===== src/rtl/lcd_pkg.sv =====
// Shared definitions for the LCD controller chain.
// Default panel geometry, pixel type, controller command encodings, and a
// small counter-width helper used by the panel driver and its scan timing.
package lcd_pkg;

  localparam int PW   = 8;
  localparam int COLS = 4;
  localparam int ROWS = 4;

  typedef logic [PW-1:0] pixel_t;

  typedef enum logic [3:0] {
    CMD_LOAD        = 4'd0,
    CMD_ROTATE      = 4'd1,
    CMD_MIRROR_X    = 4'd2,
    CMD_MIRROR_Y    = 4'd3,
    CMD_INVERT      = 4'd4,
    CMD_SHIFT_LEFT  = 4'd5,
    CMD_SHIFT_RIGHT = 4'd6,
    CMD_SHIFT_UP    = 4'd7,
    CMD_SHIFT_DOWN  = 4'd8
  } lcd_cmd_e;

  // Bits needed to count 0..n-1, never less than one.
  function automatic int cnt_width(input int n);
    return (n > 1) ? $clog2(n) : 1;
  endfunction

endpackage


===== src/rtl/lcd_scan_timing.sv =====
// Panel scan timing generator.
// A clock divider produces the pixel tick; horizontal and vertical counters
// advance on the tick and wrap over active + blanking. DE/HS/VS are decoded
// from the counters and registered (one clk behind the counter position).
// Ports:
//   clk, reset     clock, asynchronous active-high reset
//   o_h, o_v       current horizontal / vertical counter position
//   o_active       combinational: current position is inside the active area
//   o_frame_end    combinational: tick with both counters at their maxima
//   o_de/o_hs/o_vs registered data enable, line sync, frame sync
module lcd_scan_timing #(
  parameter int COLS    = 4,
  parameter int ROWS    = 4,
  parameter int H_BLANK = 2,
  parameter int V_BLANK = 1,
  parameter int DIV     = 2
) (
  input  logic                                            clk,
  input  logic                                            reset,
  output logic [lcd_pkg::cnt_width(COLS+H_BLANK)-1:0]     o_h,
  output logic [lcd_pkg::cnt_width(ROWS+V_BLANK)-1:0]     o_v,
  output logic                                            o_active,
  output logic                                            o_frame_end,
  output logic                                            o_de,
  output logic                                            o_hs,
  output logic                                            o_vs
);
  import lcd_pkg::*;

  localparam int HT = COLS + H_BLANK;
  localparam int VT = ROWS + V_BLANK;
  localparam int HW = cnt_width(HT);
  localparam int VW = cnt_width(VT);
  localparam int DW = cnt_width(DIV);

  logic [DW-1:0] r_div;
  logic [HW-1:0] r_h;
  logic [VW-1:0] r_v;
  logic          r_de, r_hs, r_vs;
  logic          w_tick, w_h_last, w_v_last, w_active;

  always_comb begin
    w_tick   = (r_div == DW'(DIV - 1));
    w_h_last = (r_h == HW'(HT - 1));
    w_v_last = (r_v == VW'(VT - 1));
    w_active = (r_h < HW'(COLS)) && (r_v < VW'(ROWS));
  end

  always_ff @(posedge clk or posedge reset) begin
    if (reset) begin
      r_div <= '0;
      r_h   <= '0;
      r_v   <= '0;
      r_de  <= 1'b0;
      r_hs  <= 1'b0;
      r_vs  <= 1'b0;
    end else begin
      r_div <= w_tick ? '0 : r_div + DW'(1);
      if (w_tick) begin
        if (w_h_last) begin
          r_h <= '0;
          r_v <= w_v_last ? '0 : r_v + VW'(1);
        end else begin
          r_h <= r_h + HW'(1);
        end
      end
      r_de <= w_active;
      r_hs <= w_h_last;
      r_vs <= w_v_last;
    end
  end

  assign o_h         = r_h;
  assign o_v         = r_v;
  assign o_active    = w_active;
  assign o_frame_end = w_tick && w_h_last && w_v_last;
  assign o_de        = r_de;
  assign o_hs        = r_hs;
  assign o_vs        = r_vs;

endmodule


===== src/rtl/lcd_panel_drv.sv =====
// LCD panel driver: captures COLS*ROWS-pixel bursts from the controller into
// the back half of a double-buffered frame store and scans the front half
// out to the panel. A completed frame becomes front only at a frame end, so
// the panel never shows a mix of two frames.
// Ports:
//   clk, reset          clock, asynchronous active-high reset
//   pix_in, pix_valid   raster-order pixel stream from the controller
//   pnl_data            panel pixel (0 outside active area or before 1st frame)
//   pnl_de/hs/vs        panel data enable, line sync, frame sync
//   frame_swap          1-clk pulse: pending frame became front
//   frame_err           1-clk pulse: burst ended short and was discarded
//   frame_ovf           1-clk pulse: new frame replaced an unshown pending one
module lcd_panel_drv #(
  parameter int PW      = lcd_pkg::PW,
  parameter int COLS    = lcd_pkg::COLS,
  parameter int ROWS    = lcd_pkg::ROWS,
  parameter int H_BLANK = 2,
  parameter int V_BLANK = 1,
  parameter int DIV     = 2
) (
  input  logic          clk,
  input  logic          reset,
  input  logic [PW-1:0] pix_in,
  input  logic          pix_valid,
  output logic [PW-1:0] pnl_data,
  output logic          pnl_de,
  output logic          pnl_hs,
  output logic          pnl_vs,
  output logic          frame_swap,
  output logic          frame_err,
  output logic          frame_ovf
);
  import lcd_pkg::*;

  localparam int N  = COLS * ROWS;
  localparam int IW = cnt_width(N);
  localparam int HW = cnt_width(COLS + H_BLANK);
  localparam int VW = cnt_width(ROWS + V_BLANK);

  logic [HW-1:0] w_h;
  logic [VW-1:0] w_v;
  logic          w_active, w_frame_end;

  lcd_scan_timing #(
    .COLS    (COLS),
    .ROWS    (ROWS),
    .H_BLANK (H_BLANK),
    .V_BLANK (V_BLANK),
    .DIV     (DIV)
  ) u_scan (
    .clk         (clk),
    .reset       (reset),
    .o_h         (w_h),
    .o_v         (w_v),
    .o_active    (w_active),
    .o_frame_end (w_frame_end),
    .o_de        (pnl_de),
    .o_hs        (pnl_hs),
    .o_vs        (pnl_vs)
  );

  // Bank r_front is displayed; bank ~r_front receives the incoming burst.
  logic [PW-1:0] r_mem [2][N];
  logic [IW-1:0] r_wr_cnt;
  logic          r_front, r_pending, r_has_frame;
  logic          r_swap, r_err, r_ovf;
  logic [PW-1:0] r_data;
  logic [IW-1:0] w_rd_idx;
  logic          w_last_px, w_swap_ok;

  always_comb begin
    w_last_px = (r_wr_cnt == IW'(N - 1));
    // Swap needs pix_valid low, so it can never coincide with a completion.
    w_swap_ok = w_frame_end && r_pending && (r_wr_cnt == '0) && !pix_valid;
    w_rd_idx  = '0;
    if (w_active) w_rd_idx = IW'(int'(w_v) * COLS + int'(w_h));
  end

  // Frame store is deliberately not reset.
  always_ff @(posedge clk) begin
    if (pix_valid) r_mem[~r_front][r_wr_cnt] <= pix_in;
  end

  always_ff @(posedge clk or posedge reset) begin
    if (reset) begin
      r_wr_cnt    <= '0;
      r_front     <= 1'b0;
      r_pending   <= 1'b0;
      r_has_frame <= 1'b0;
      r_swap      <= 1'b0;
      r_err       <= 1'b0;
      r_ovf       <= 1'b0;
    end else begin
      r_swap <= 1'b0;
      r_err  <= 1'b0;
      r_ovf  <= 1'b0;
      if (pix_valid) begin
        if (w_last_px) begin
          r_wr_cnt  <= '0;
          r_pending <= 1'b1;
          r_ovf     <= r_pending;
        end else begin
          r_wr_cnt <= r_wr_cnt + IW'(1);
        end
      end else if (r_wr_cnt != '0) begin
        r_wr_cnt <= '0;
        r_err    <= 1'b1;
      end
      if (w_swap_ok) begin
        r_front     <= ~r_front;
        r_pending   <= 1'b0;
        r_has_frame <= 1'b1;
        r_swap      <= 1'b1;
      end
    end
  end

  always_ff @(posedge clk or posedge reset) begin
    if (reset) r_data <= '0;
    else       r_data <= (w_active && r_has_frame) ? r_mem[r_front][w_rd_idx] : '0;
  end

  assign pnl_data   = r_data;
  assign frame_swap = r_swap;
  assign frame_err  = r_err;
  assign frame_ovf  = r_ovf;

endmodule


===== config.mk =====
export PLATFORM = sky130hd
export DESIGN_NAME = lcd_panel_drv
export DESIGN_NICKNAME = d
export VERILOG_FILES = /design/src/rtl/lcd_pkg.sv /design/src/rtl/lcd_scan_timing.sv /design/src/rtl/lcd_panel_drv.sv
export SDC_FILE = /design/constraint.sdc
export NUM_CORES = 1
export LEC_CHECK = 0
export ABC_AREA = 1
export CAP_MARGIN = 20
export CELL_PAD_IN_SITES_DETAIL_PLACEMENT = 2
export CELL_PAD_IN_SITES_GLOBAL_PLACEMENT = 2
export CORE_AREA = 2 2 181 183
export CTS_CLUSTER_SIZE = 20
export DETAILED_ROUTE_END_ITERATION = 8
export DIE_AREA = 0 0 183 185
export PLACE_DENSITY_LB_ADDON = 0.2
export SETUP_SLACK_MARGIN = 0.15
export SYNTH_ARGS = -nofsm -noshare
export SYNTH_HDL_FRONTEND = slang
export SYNTH_SLANG_ARGS = --single-unit

===== constraint.sdc =====
create_clock -name clk -period 1.95 [get_ports clk]
set_clock_uncertainty 0.05 [all_clocks]
set_input_delay 0.195 -clock clk [delete_from_list [all_inputs] [get_ports clk]]
set_output_delay 0.195 -clock clk [all_outputs]
set_load 0.02 [all_outputs]

==> results.sh, run 1 <==
export IMPL_synth_top_area_cell="edfxtp_1"
export IMPL_hold_ws_ns=0.0782
export IMPL_timing_final_crit_share=1.00
export IMPL_ioPinCount=25
export IMPL_overflow=0
export IMPL_setup_ws_ns=-0.00278
export IMPL_path_max_fanout=15
export IMPL_core_um2=32000
export IMPL_cp_data_arrival_time_ns=2.30
export IMPL_slowest_delay_ns=0.60
export IMPL_hpwl_um=22900
export IMPL_yosysMostFrequentCell="edfxtp_1"
export IMPL_die_x_um=183
export IMPL_cts_htree_levels=2
export IMPL_nFillCells=3144
export IMPL_grt_total_usage=0.249
export IMPL_synth_area_leaders="edfxtp_1, nand2_1, nor2_1"
export IMPL_slew_violations=0
export IMPL_slowest_stage="dfrtp_4"
export IMPL_drc_errors=0
export IMPL_multi_input_comb_area_um2=3520
export IMPL_postLayoutCellArea_um2=15600
export IMPL_crit_chain="buf_8 > clkbuf_16 > nor2_1 > nor2_1 > nand2_1 > nand3_1 > nand3_2 > nand3_1 > nand2_1 > nor2_1"
export IMPL_cp_end_kind="flop"
export IMPL_area_delta_synth_final_pct=30.5
export IMPL_ys_async_sr_fraction=0.0986
export IMPL_clk_latency_ns=0.53
export IMPL_rsz0062_at_grt="true"
export IMPL_power_frac_seq=0.494
export IMPL_cpMostUsedCell="nor2_1"
export IMPL_port_buffers=24
export IMPL_wl_per_cell_um=26.8
export IMPL_cts_root_buf="clkbuf_16"
export IMPL_drv_cap=0
export IMPL_rows=66
export IMPL_yosys_most_used_dff="edfxtp_1"
export IMPL_period_minus_slack_ns=1.95
export IMPL_place_congestion=0.732
export IMPL_syn_avg_cell_area_um2=11.1
export IMPL_drtIter0Drc=567
export IMPL_dpl_cell_area_um2=13300
export IMPL_cp_num_buf_inv=2
export IMPL_clock_sinks=284
export IMPL_hold_buffers=0
export IMPL_wl_um=43700
export IMPL_fin_nets=1215
export IMPL_hold_viol=0
export IMPL_hp_class="input pin to async pin"
export IMPL_fin_cells=1631
export IMPL_p_comb_frac=0.050
export IMPL_cts_tree="yes"
export IMPL_syn_inst=1076
export IMPL_worst_pin_slew_ns=0.538
export IMPL_r2r_start="r_front"
export IMPL_vias_per_cell=5.38
export IMPL_violations="setup timing"
export IMPL_yosysWarnings=0
export IMPL_synth_distinct_cells=30
export IMPL_clockPowerShare=0.457
export IMPL_die_height_um=185
export IMPL_finalSetupViolations=1
export IMPL_synth_top_cell_area_share=0.644
export IMPL_synth_area_um2=11900
export IMPL_yosysSeqAreaShare=0.702
export IMPL_startpoint_type="flop"
export IMPL_status="complete, but fails checks"
export IMPL_seqCellArea_um2=8400
export IMPL_swShare=0.228
export IMPL_synthTopCellsByCount="edfxtp_1, nand2_1, nor2_1"
export IMPL_initial_core_util=0.373
export IMPL_die_area_um2=33900
export IMPL_cp_top_family="simple AND/OR/NAND/NOR gates"
export IMPL_vias=8780
export IMPL_ant_nets=0
export IMPL_grt_pass1_vias=9490
export IMPL_max_vdd_ir_drop_mv=0.748
export IMPL_grt_pass1_wl_um=61500
export IMPL_antenna_cells=0
export IMPL_critPathKind="flop to flop"
export IMPL_required_ns=2.30
export IMPL_slew_headroom=0.642
export IMPL_clk_pin_slew_ns=0.06
export IMPL_drive_above_1_share=0.258
export IMPL_grt_max_degree=49
export IMPL_antenna_found_initial=0
export IMPL_cts_made_buffers=34
export IMPL_crit_path_start="r_front"
export IMPL_p_per_area_nw_per_um2=895
export IMPL_leakage_nw=5.97
export IMPL_fmax_mhz=512
export IMPL_synth_nets=1094
export IMPL_placed_cells=1532
export IMPL_ys_seq_elements=284
export IMPL_power_switching_mw=3.18
export IMPL_internal_power_mw=10.8
export IMPL_synth_edf_count=256
export IMPL_drt_first_pass_iters=5
export IMPL_cts_path_max_buffers=3
==> area by class of cell <==
type	instances	share of cell area
flip-flops and latches	284	0.539
multi-input cells	689	0.226
repair buffers	140	0.118
clock buffers	49	0.0655
well taps	408	0.0328
inverters	47	0.0124
clock inverters	13	0.00578
repair inverters	1	0.000562
==> cell usage in the layout (no fill, tap or decap), drive strengths merged <==
| master | n |
|---|---|
| a21oi | 9 |
| buf | 107 |
| bufbuf | 1 |
| bufinv | 1 |
| clkbuf | 57 |
| clkdlybuf4s50 | 23 |
| clkinv | 13 |
| clkinvlp | 1 |
| dfrtp | 28 |
| dlymetal6s2s | 1 |
| edfxtp | 256 |
| ha | 7 |
| inv | 46 |
| nand2 | 236 |
| nand3 | 92 |
| nand4 | 2 |
| nor2 | 219 |
| nor3 | 23 |
| o211ai | 7 |
| o21ai | 61 |
| o31ai | 1 |
| o32ai | 1 |
| or2 | 28 |
| xnor2 | 1 |
| xor2 | 2 |
==> flip-flops by register name (all words and copies together), names as in the netlist, 3 cells and up <==
register / count
r_mem: 256
pnl_data: 8
r_wr_cnt: 4
u_scan.o_h: 3
u_scan.o_v: 3
==> path summary, 6_finish.rpt <==
path | cells past startpoint | slack, ns | end
worst max register to register | 10 | -0.003 | pnl_data[2]
worst min register to register | 2 | 0.48 | r_has_frame
min in group clk | 4 | 0.41 | r_wr_cnt[1]
worst min-delay path | 3 | 0.08 | u_scan.r_div
max in group asynchronous | 3 | 1.41 | r_front
worst max-delay path | 10 | -0.003 | pnl_data[2]
==> metrics by stage <==
stage	power [mW]	setup TNS, ns	util	worst slack, ns
2_1_floorplan	7.20	0	-	0.0364
3_3_place_gp	7.58	-0.0778	0.415	-0.0100
3_5_place_dp	7.62	-0.469	0.415	-0.0563
4_1_cts	13.9	0	0.466	0.0434
5_1_grt	14.3	-0.268	0.486	-0.0454
6_report	13.9	-0.00278	0.486	-0.00278
==> timing repair <==
item | CTS | global route
gates cloned | 8 | 9
setup endpoints to repair | 41 | 212
setup buffers | 11 | 9
gates resized for setup | 41 | 113
pin swaps | 11 | 28
==> power by group through the flow <==
stage / logic, mW / registers, mW / clock network [mW]
after global routing: 0.737 / 6.89 / 6.71
after detailed placement: 0.632 / 6.99 / 0
after global placement: 0.608 / 6.98 / 0
after floorplan: 0.232 / 6.97 / 0
final: 0.691 / 6.89 / 6.37
after CTS: 0.642 / 6.87 / 6.43
==> per-layer routing <==
layer	up-vias	global-route usage	wire, um
met4	0	0.101	1580
li1	3889	-	-
met1	4555	0.323	18100
met3	86	0.0348	2100
met2	250	0.424	21900
met5	-	0	0
==> tightest hold or removal path, cell delays in order <==
cell and delay (ns):
clkdlybuf4s50_1 0.42, inv_1 0.06, buf_4 0.39
==> kinds of logic (layout without fill, tap and decap cells) <==
group | count (synthesis) | count (layout) | synth area share
xor gates and xnor gates | 3 | 3 | 0.00220
adders and majority gates | 7 | 7 | 0.00733
DFF | 284 | 284 | 0.702
and+or+nand+nor | 600 | 600 | 0.210
AOI/OAI and AO/OA | 79 | 79 | 0.0351
buffers and inverters | 103 | 250 | 0.0428
Power figures use the tool's default switching activity.
==> run 2: changes to the inputs <==
--- a/config.mk
+++ b/config.mk
@@ -9,10 +9,10 @@
 export CAP_MARGIN = 20
 export CELL_PAD_IN_SITES_DETAIL_PLACEMENT = 2
 export CELL_PAD_IN_SITES_GLOBAL_PLACEMENT = 2
-export CORE_AREA = 2 2 181 183
+export CORE_AREA = 2 2 166 168
 export CTS_CLUSTER_SIZE = 20
 export DETAILED_ROUTE_END_ITERATION = 8
-export DIE_AREA = 0 0 183 185
+export DIE_AREA = 0 0 168 170
 export PLACE_DENSITY_LB_ADDON = 0.2
 export SETUP_SLACK_MARGIN = 0.15
 export SYNTH_ARGS = -nofsm -noshare
==> constraint.sdc (replaced) <==
create_clock -name clk -period 2.3 [get_ports clk]
set_clock_uncertainty 0.05 [all_clocks]
set_input_delay 0.23 -clock clk [delete_from_list [all_inputs] [get_ports clk]]
set_output_delay 0.23 -clock clk [all_outputs]
set_load 0.02 [all_outputs]
==> run 2 against run 1 <==
  * The run now ends clean
  * First-iteration DRC count increased by 23%
  * Flip-flop and latch count unchanged
  * Design area decreased by 9.9%
  * Via count decreased by 1.1%
  * Final cell count decreased by 7.3%
  * Register-to-register slack improved by 0.25 ns
  * Core utilization increased by 4.0 points
  * Global-route usage increased by 4.5 points
  * Critical path depth increased by 1
  * Wire length decreased by 4.4%
  * Non-clock buffer count decreased by 46
  * Total power decreased by 16%
  * Highest routed layer unchanged
==> results.sh, run 2 (synthesis gave the netlist of run 1 again) <==
export IMPL_cts_tree="yes"
export IMPL_layout_commonest_cell="edfxtp_1"
export IMPL_clockPowerShare=0.455
export IMPL_timing_final_crit_share=0.894
export IMPL_dp_slack_ns=0.114
export IMPL_port_buffers=24
export IMPL_wl_um=41700
export IMPL_power_frac_seq=0.498
export IMPL_grt_pass1_vias=9780
export IMPL_cts_made_buffers=31
export IMPL_cts_path_max_buffers=3
export IMPL_vias=8684
export IMPL_postLayoutCellArea_um2=14000
export IMPL_hold_ws_ns=0.00368
export IMPL_cp_end_kind="flop"
export IMPL_cts_htree_levels=1
export IMPL_die_height_um=170
export IMPL_hold_viol=0
export IMPL_grt_total_usage=0.294
export IMPL_critPathKind="flop to flop"
export IMPL_p_per_area_nw_per_um2=832
export IMPL_slew_violations=0
export IMPL_largest_reg_flops=256
export IMPL_max_vdd_ir_drop_mv=0.559
export IMPL_drv_cap=0
export IMPL_slew_headroom=0.632
export IMPL_cp_data_arrival_time_ns=2.50
export IMPL_clk_pin_slew_ns=0.07
export IMPL_drt_first_pass_iters=5
export IMPL_cts_root_buf="clkbuf_16"
export IMPL_dpl_cell_area_um2=12900
export IMPL_antenna_cells=0
export IMPL_die_area_um2=28600
export IMPL_core_um2=26700
export IMPL_fin_cells=1512
export IMPL_grt_pass1_wl_um=61500
export IMPL_grt_max_degree=61
export IMPL_required_ns=2.75
export IMPL_initial_core_util=0.448
export IMPL_period_minus_slack_ns=2.06
export IMPL_ant_nets=0
export IMPL_largest_register="r_mem"
export IMPL_rrSetupSlack_ns=0.24
export IMPL_path_max_fanout=19
export IMPL_area_delta_synth_final_pct=17.5
export IMPL_clock_sinks=284
export IMPL_overflow=0
export IMPL_rsz0062_at_grt="true"
export IMPL_hold_buffers=0
export IMPL_total_power_mw=11.7
export IMPL_hp_class="input pin to async pin"
export IMPL_leakage_nw=5.33
export IMPL_place_congestion=0.802
export IMPL_ioPinCount=25
export IMPL_startpoint_type="flop"
export IMPL_clk_latency_ns=0.58
export IMPL_crit_path_start="u_scan.o_h[2]"
export IMPL_setup_ws_ns=0.244
export IMPL_final_setup_tns_ns=0
export IMPL_drive_above_1_share=0.137
export IMPL_finalSetupViolations=0
export IMPL_final_cell_mix="edfxtp_1, nand2_1, nor2_1"
export IMPL_hpwl_um=24800
export IMPL_placed_cells=1452
export IMPL_rows=60
export IMPL_final_core_util=0.527
export IMPL_r2r_start="u_scan.o_h[2]"
export IMPL_vias_per_cell=5.74
export IMPL_fmax_mhz=486
export IMPL_r2r_end="pnl_data[7]"
export IMPL_critPathCapture="pnl_data[7]"
export IMPL_worst_pin_slew_ns=0.551
export IMPL_internal_power_mw=9.12
export IMPL_swShare=0.219
export IMPL_power_switching_mw=2.56
export IMPL_drc_errors=0
export IMPL_wl_per_cell_um=27.6
export IMPL_fin_nets=1165
export IMPL_die_x_um=168
export IMPL_r2r_cells=11
export IMPL_status="complete, no violations"
export IMPL_drtIter0Drc=700
export IMPL_p_comb_frac=0.046
export IMPL_antenna_found_initial=0
run 2: cell count changes in the layout (fill, tap and decap cells not counted), sizes merged:
cell           previous run  this run
buf                     107        69
clkbuf                   57        40
bufinv                    1         6
bufbuf                    1         0
clkdlybuf4s50            23        24
clkinv                   13        12
dlymetal6s2s              1         0
run 2: worst min path at each step:
| stage | start | endpoint |
|---|---|---|
| 3_3_place_gp | r_has_frame | r_has_frame |
| 4_1_cts | reset | pnl_data[1] |
| 6_report | reset | pnl_data[1] |
| 2_1_floorplan | reset | frame_err |
| 3_5_place_dp | r_has_frame | r_has_frame |
| 5_1_grt | reset | u_scan.o_v[0] |
run 2: metal layers:
layer / GRT usage / vias to the layer above / wire [um]
met5: 0 / - / 0
met4: 0.118 / 0 / 1970
met2: 0.534 / 284 / 21400
met1: 0.354 / 4507 / 16500
li1: - / 3774 / -
met3: 0.0412 / 119 / 1910
run 2: what timing repair did:
action / 4_1_cts / 5_1_grt
buffers inserted: 0 / 2
gates resized for setup: 0 / 4
endpoints found under the setup margin: 0 / 8
run 2: cell type report:
| type | count | area, um2 |
|---|---|---|
| Multi-Input combinational cell | 689 | 3060 |
| Sequential cell | 284 | 8390 |
| Inverter | 47 | 179 |
| Tap cell | 341 | 427 |
| Clock buffer | 39 | 836 |
| Fill cell | 2607 | 12600 |
| Timing Repair Buffer | 94 | 908 |
| Clock inverter | 18 | 235 |
run 2: power groups by stage:
| stage | logic (mW) | registers (mW) | clock network, mW |
|---|---|---|---|
| 6_report | 0.540 | 5.82 | 5.32 |
| 5_1_grt | 0.581 | 5.83 | 5.52 |
| 3_3_place_gp | 0.497 | 5.92 | 0 |
| 3_5_place_dp | 0.531 | 5.93 | 0 |
| 4_1_cts | 0.541 | 5.82 | 5.39 |
| 2_1_floorplan | 0.179 | 5.91 | 0 |
run 2: critical path: stages, from the launching register on:
cell and delay [ns]:
dfrtp_1 0.45, nor2_4 0.24, nand2_2 0.10, buf_12 0.17, buf_4 0.21, o21ai_0 0.10, nand2_1 0.08, nand2_1 0.09
nand2_1 0.08, nor2_1 0.21, nor2_1 0.08, nor2_1 0.12
==> run 3: changes to the inputs <==
--- a/config.mk
+++ b/config.mk
@@ -9,10 +9,10 @@
 export CAP_MARGIN = 20
 export CELL_PAD_IN_SITES_DETAIL_PLACEMENT = 2
 export CELL_PAD_IN_SITES_GLOBAL_PLACEMENT = 2
-export CORE_AREA = 2 2 166 168
+export CORE_AREA = 10 10 174 176
 export CTS_CLUSTER_SIZE = 20
 export DETAILED_ROUTE_END_ITERATION = 8
-export DIE_AREA = 0 0 168 170
+export DIE_AREA = 0 0 184 186
 export PLACE_DENSITY_LB_ADDON = 0.2
 export SETUP_SLACK_MARGIN = 0.15
 export SYNTH_ARGS = -nofsm -noshare
==> run 3 against run 2 <==
  * Worst hold slack improved by 0.42 ns
  * Largest cell class unchanged
  * Final cell count about the same
  * Global-route usage decreased by 6.5 points
  * Sequential share of layout area increased by 0.24 points
  * Sequential power about the same
  * Critical path type unchanged
  * Via count decreased by 2.6%
  * Worst setup slack about the same
  * Die area increased by 20%
  * Core utilization decreased by 0.37 points
==> results.sh, run 3 (synthesis gave the netlist of run 1 again) <==
export IMPL_drive_above_1_share=0.135
export IMPL_die_area_um2=34200
export IMPL_cts_htree_levels=1
export IMPL_worst_pin_slew_ns=0.561
export IMPL_hold_ws_ns=0.425
export IMPL_grt_max_degree=52
export IMPL_wl_um=39600
export IMPL_cts_made_buffers=30
export IMPL_place_congestion=0.799
export IMPL_final_cell_mix="edfxtp_1, nand2_1, nor2_1"
export IMPL_final_setup_tns_ns=0
export IMPL_cts_path_max_buffers=3
export IMPL_antenna_cells=0
export IMPL_max_vdd_ir_drop_mv=0.577
export IMPL_drc_errors=0
export IMPL_status="complete, no violations"
export IMPL_drtIter0Drc=679
export IMPL_die_x_um=184
export IMPL_startpoint_type="flop"
export IMPL_cts_tree="yes"
export IMPL_fmax_mhz=486
export IMPL_seqCellArea_um2=8390
export IMPL_largest_reg_flops=256
export IMPL_p_comb_frac=0.045
export IMPL_area_delta_synth_final_pct=17.0
export IMPL_rows=60
export IMPL_ioPinCount=25
export IMPL_r2r_cells=10
export IMPL_leakage_nw=5.31
export IMPL_grt_pass1_wl_um=59000
export IMPL_hold_viol=0
export IMPL_hp_class="flop to flop"
export IMPL_drt_first_pass_iters=5
export IMPL_vias_per_cell=5.60
export IMPL_critPathKind="flop to flop"
export IMPL_path_max_fanout=51
export IMPL_required_ns=2.73
export IMPL_multi_input_comb_area_um2=3060
export IMPL_r2r_start="r_front"
export IMPL_initial_core_util=0.447
export IMPL_vias=8456
export IMPL_clockPowerShare=0.439
export IMPL_overflow=0
export IMPL_fin_nets=1164
export IMPL_slew_violations=0
export IMPL_wl_per_cell_um=26.2
export IMPL_cts_root_buf="clkbuf_16"
export IMPL_power_switching_mw=2.47
export IMPL_internal_power_mw=8.81
export IMPL_period_minus_slack_ns=2.06
export IMPL_crit_path_start="r_front"
export IMPL_antenna_found_initial=0
export IMPL_layout_commonest_cell="edfxtp_1"
export IMPL_hpwl_um=24200
export IMPL_drv_cap=0
export IMPL_power_frac_seq=0.516
export IMPL_grt_pass1_vias=9224
export IMPL_clk_pin_slew_ns=0.07
export IMPL_dp_slack_ns=0.0990
export IMPL_ant_nets=0
export IMPL_grt_total_usage=0.229
export IMPL_r2r_end="pnl_data[1]"
export IMPL_p_per_area_nw_per_um2=807
export IMPL_cp_data_arrival_time_ns=2.49
export IMPL_cp_end_kind="flop"
export IMPL_rsz0062_at_grt="false"
export IMPL_setup_ws_ns=0.244
export IMPL_port_buffers=24
export IMPL_slew_headroom=0.625
export IMPL_nFillCells=2628
export IMPL_worstHoldStart="r_has_frame"
export IMPL_die_height_um=186
export IMPL_clock_sinks=284
export IMPL_rrSetupSlack_ns=0.24
export IMPL_core_um2=26700
export IMPL_largest_register="r_mem"
export IMPL_critPathCapture="pnl_data[1]"
export IMPL_clk_latency_ns=0.57
export IMPL_finalSetupViolations=0
export IMPL_timing_final_crit_share=0.894
export IMPL_swShare=0.219
[run 3: changes by cell type in the layout (fill, tap and decap cells not counted), sizes merged]
cell / previous run / this run
clkbuf: 40 / 44
bufinv: 6 / 3
buf: 69 / 68
clkinvlp: 1 / 0
dlygate4sd3: 0 / 1
inv: 46 / 45
[run 3: power by group through the flow]
stage,sequential (mW),clock (mW),combinational [mW]
global route,5.83,5.21,0.545
CTS,5.82,4.99,0.507
finish,5.82,4.95,0.506
global placement,5.92,0,0.473
floorplan,5.91,0,0.179
detailed placement,5.93,0,0.498
[run 3: worst max-delay path, stage by stage (launching register included)]
cell	delay, ns
dfrtp_4	0.55
inv_4	0.16
buf_16	0.26
nor2_1	0.08
o21ai_0	0.21
nand2_1	0.12
nand2_1	0.10
nand3_1	0.12
nand2_1	0.09
nor2_1	0.06
nor2_1	0.16
[run 3: worst min path at each step]
stage	to	slack, ns	cells after the start
CTS	r_has_frame	0.42	2
finish	r_has_frame	0.42	2
global route	r_has_frame	0.45	2
detailed placement	r_has_frame	0.41	2
floorplan	frame_err	0.25	1
global placement	r_has_frame	0.39	2
[run 3: routing by layer]
| layer | routed length (um) | part of all wire | vias to the layer above | GRT usage |
|---|---|---|---|---|
| met5 | 0 | 0 | - | 0 |
| met3 | 1830 | 0.046 | 75 | 0.0316 |
| met1 | 16400 | 0.41 | 4410 | 0.291 |
| met4 | 1130 | 0.029 | 0 | 0.0646 |
| li1 | - | - | 3769 | - |
| met2 | 20200 | 0.51 | 202 | 0.399 |
[run 3: final cells by class]
class                   instances  area share
clock buffers                  43      0.0616
flip-flops and latches        284       0.600
well taps                     341      0.0305
inverters                      47      0.0129
clock inverters                13     0.00976
repair buffers                 94      0.0660
multi-input cells             689       0.219
[run 3: repair_timing]
action | CTS | global route
gates cloned | 0 | 1
buffers inserted | 0 | 4
endpoints found under the setup margin | 1 | 14
hold buffers | 1 | 0
pin swaps | 0 | 3
hold endpoints to repair | 12 | 0
resized for setup | 1 | 6
[run 3: metrics by stage]
| step | util | power (mW) | std cells | area, um2 |
|---|---|---|---|---|
| finish | 0.523 | 11.3 | 1511 | 14000 |
| global route | 0.523 | 11.6 | 1511 | 14000 |
| CTS | 0.519 | 11.3 | 1506 | 13900 |
| detailed placement | 0.482 | 6.43 | 1449 | 12900 |
| global placement | 0.482 | 6.39 | 1449 | 12900 |
| floorplan | - | 6.09 | 1076 | 11900 |
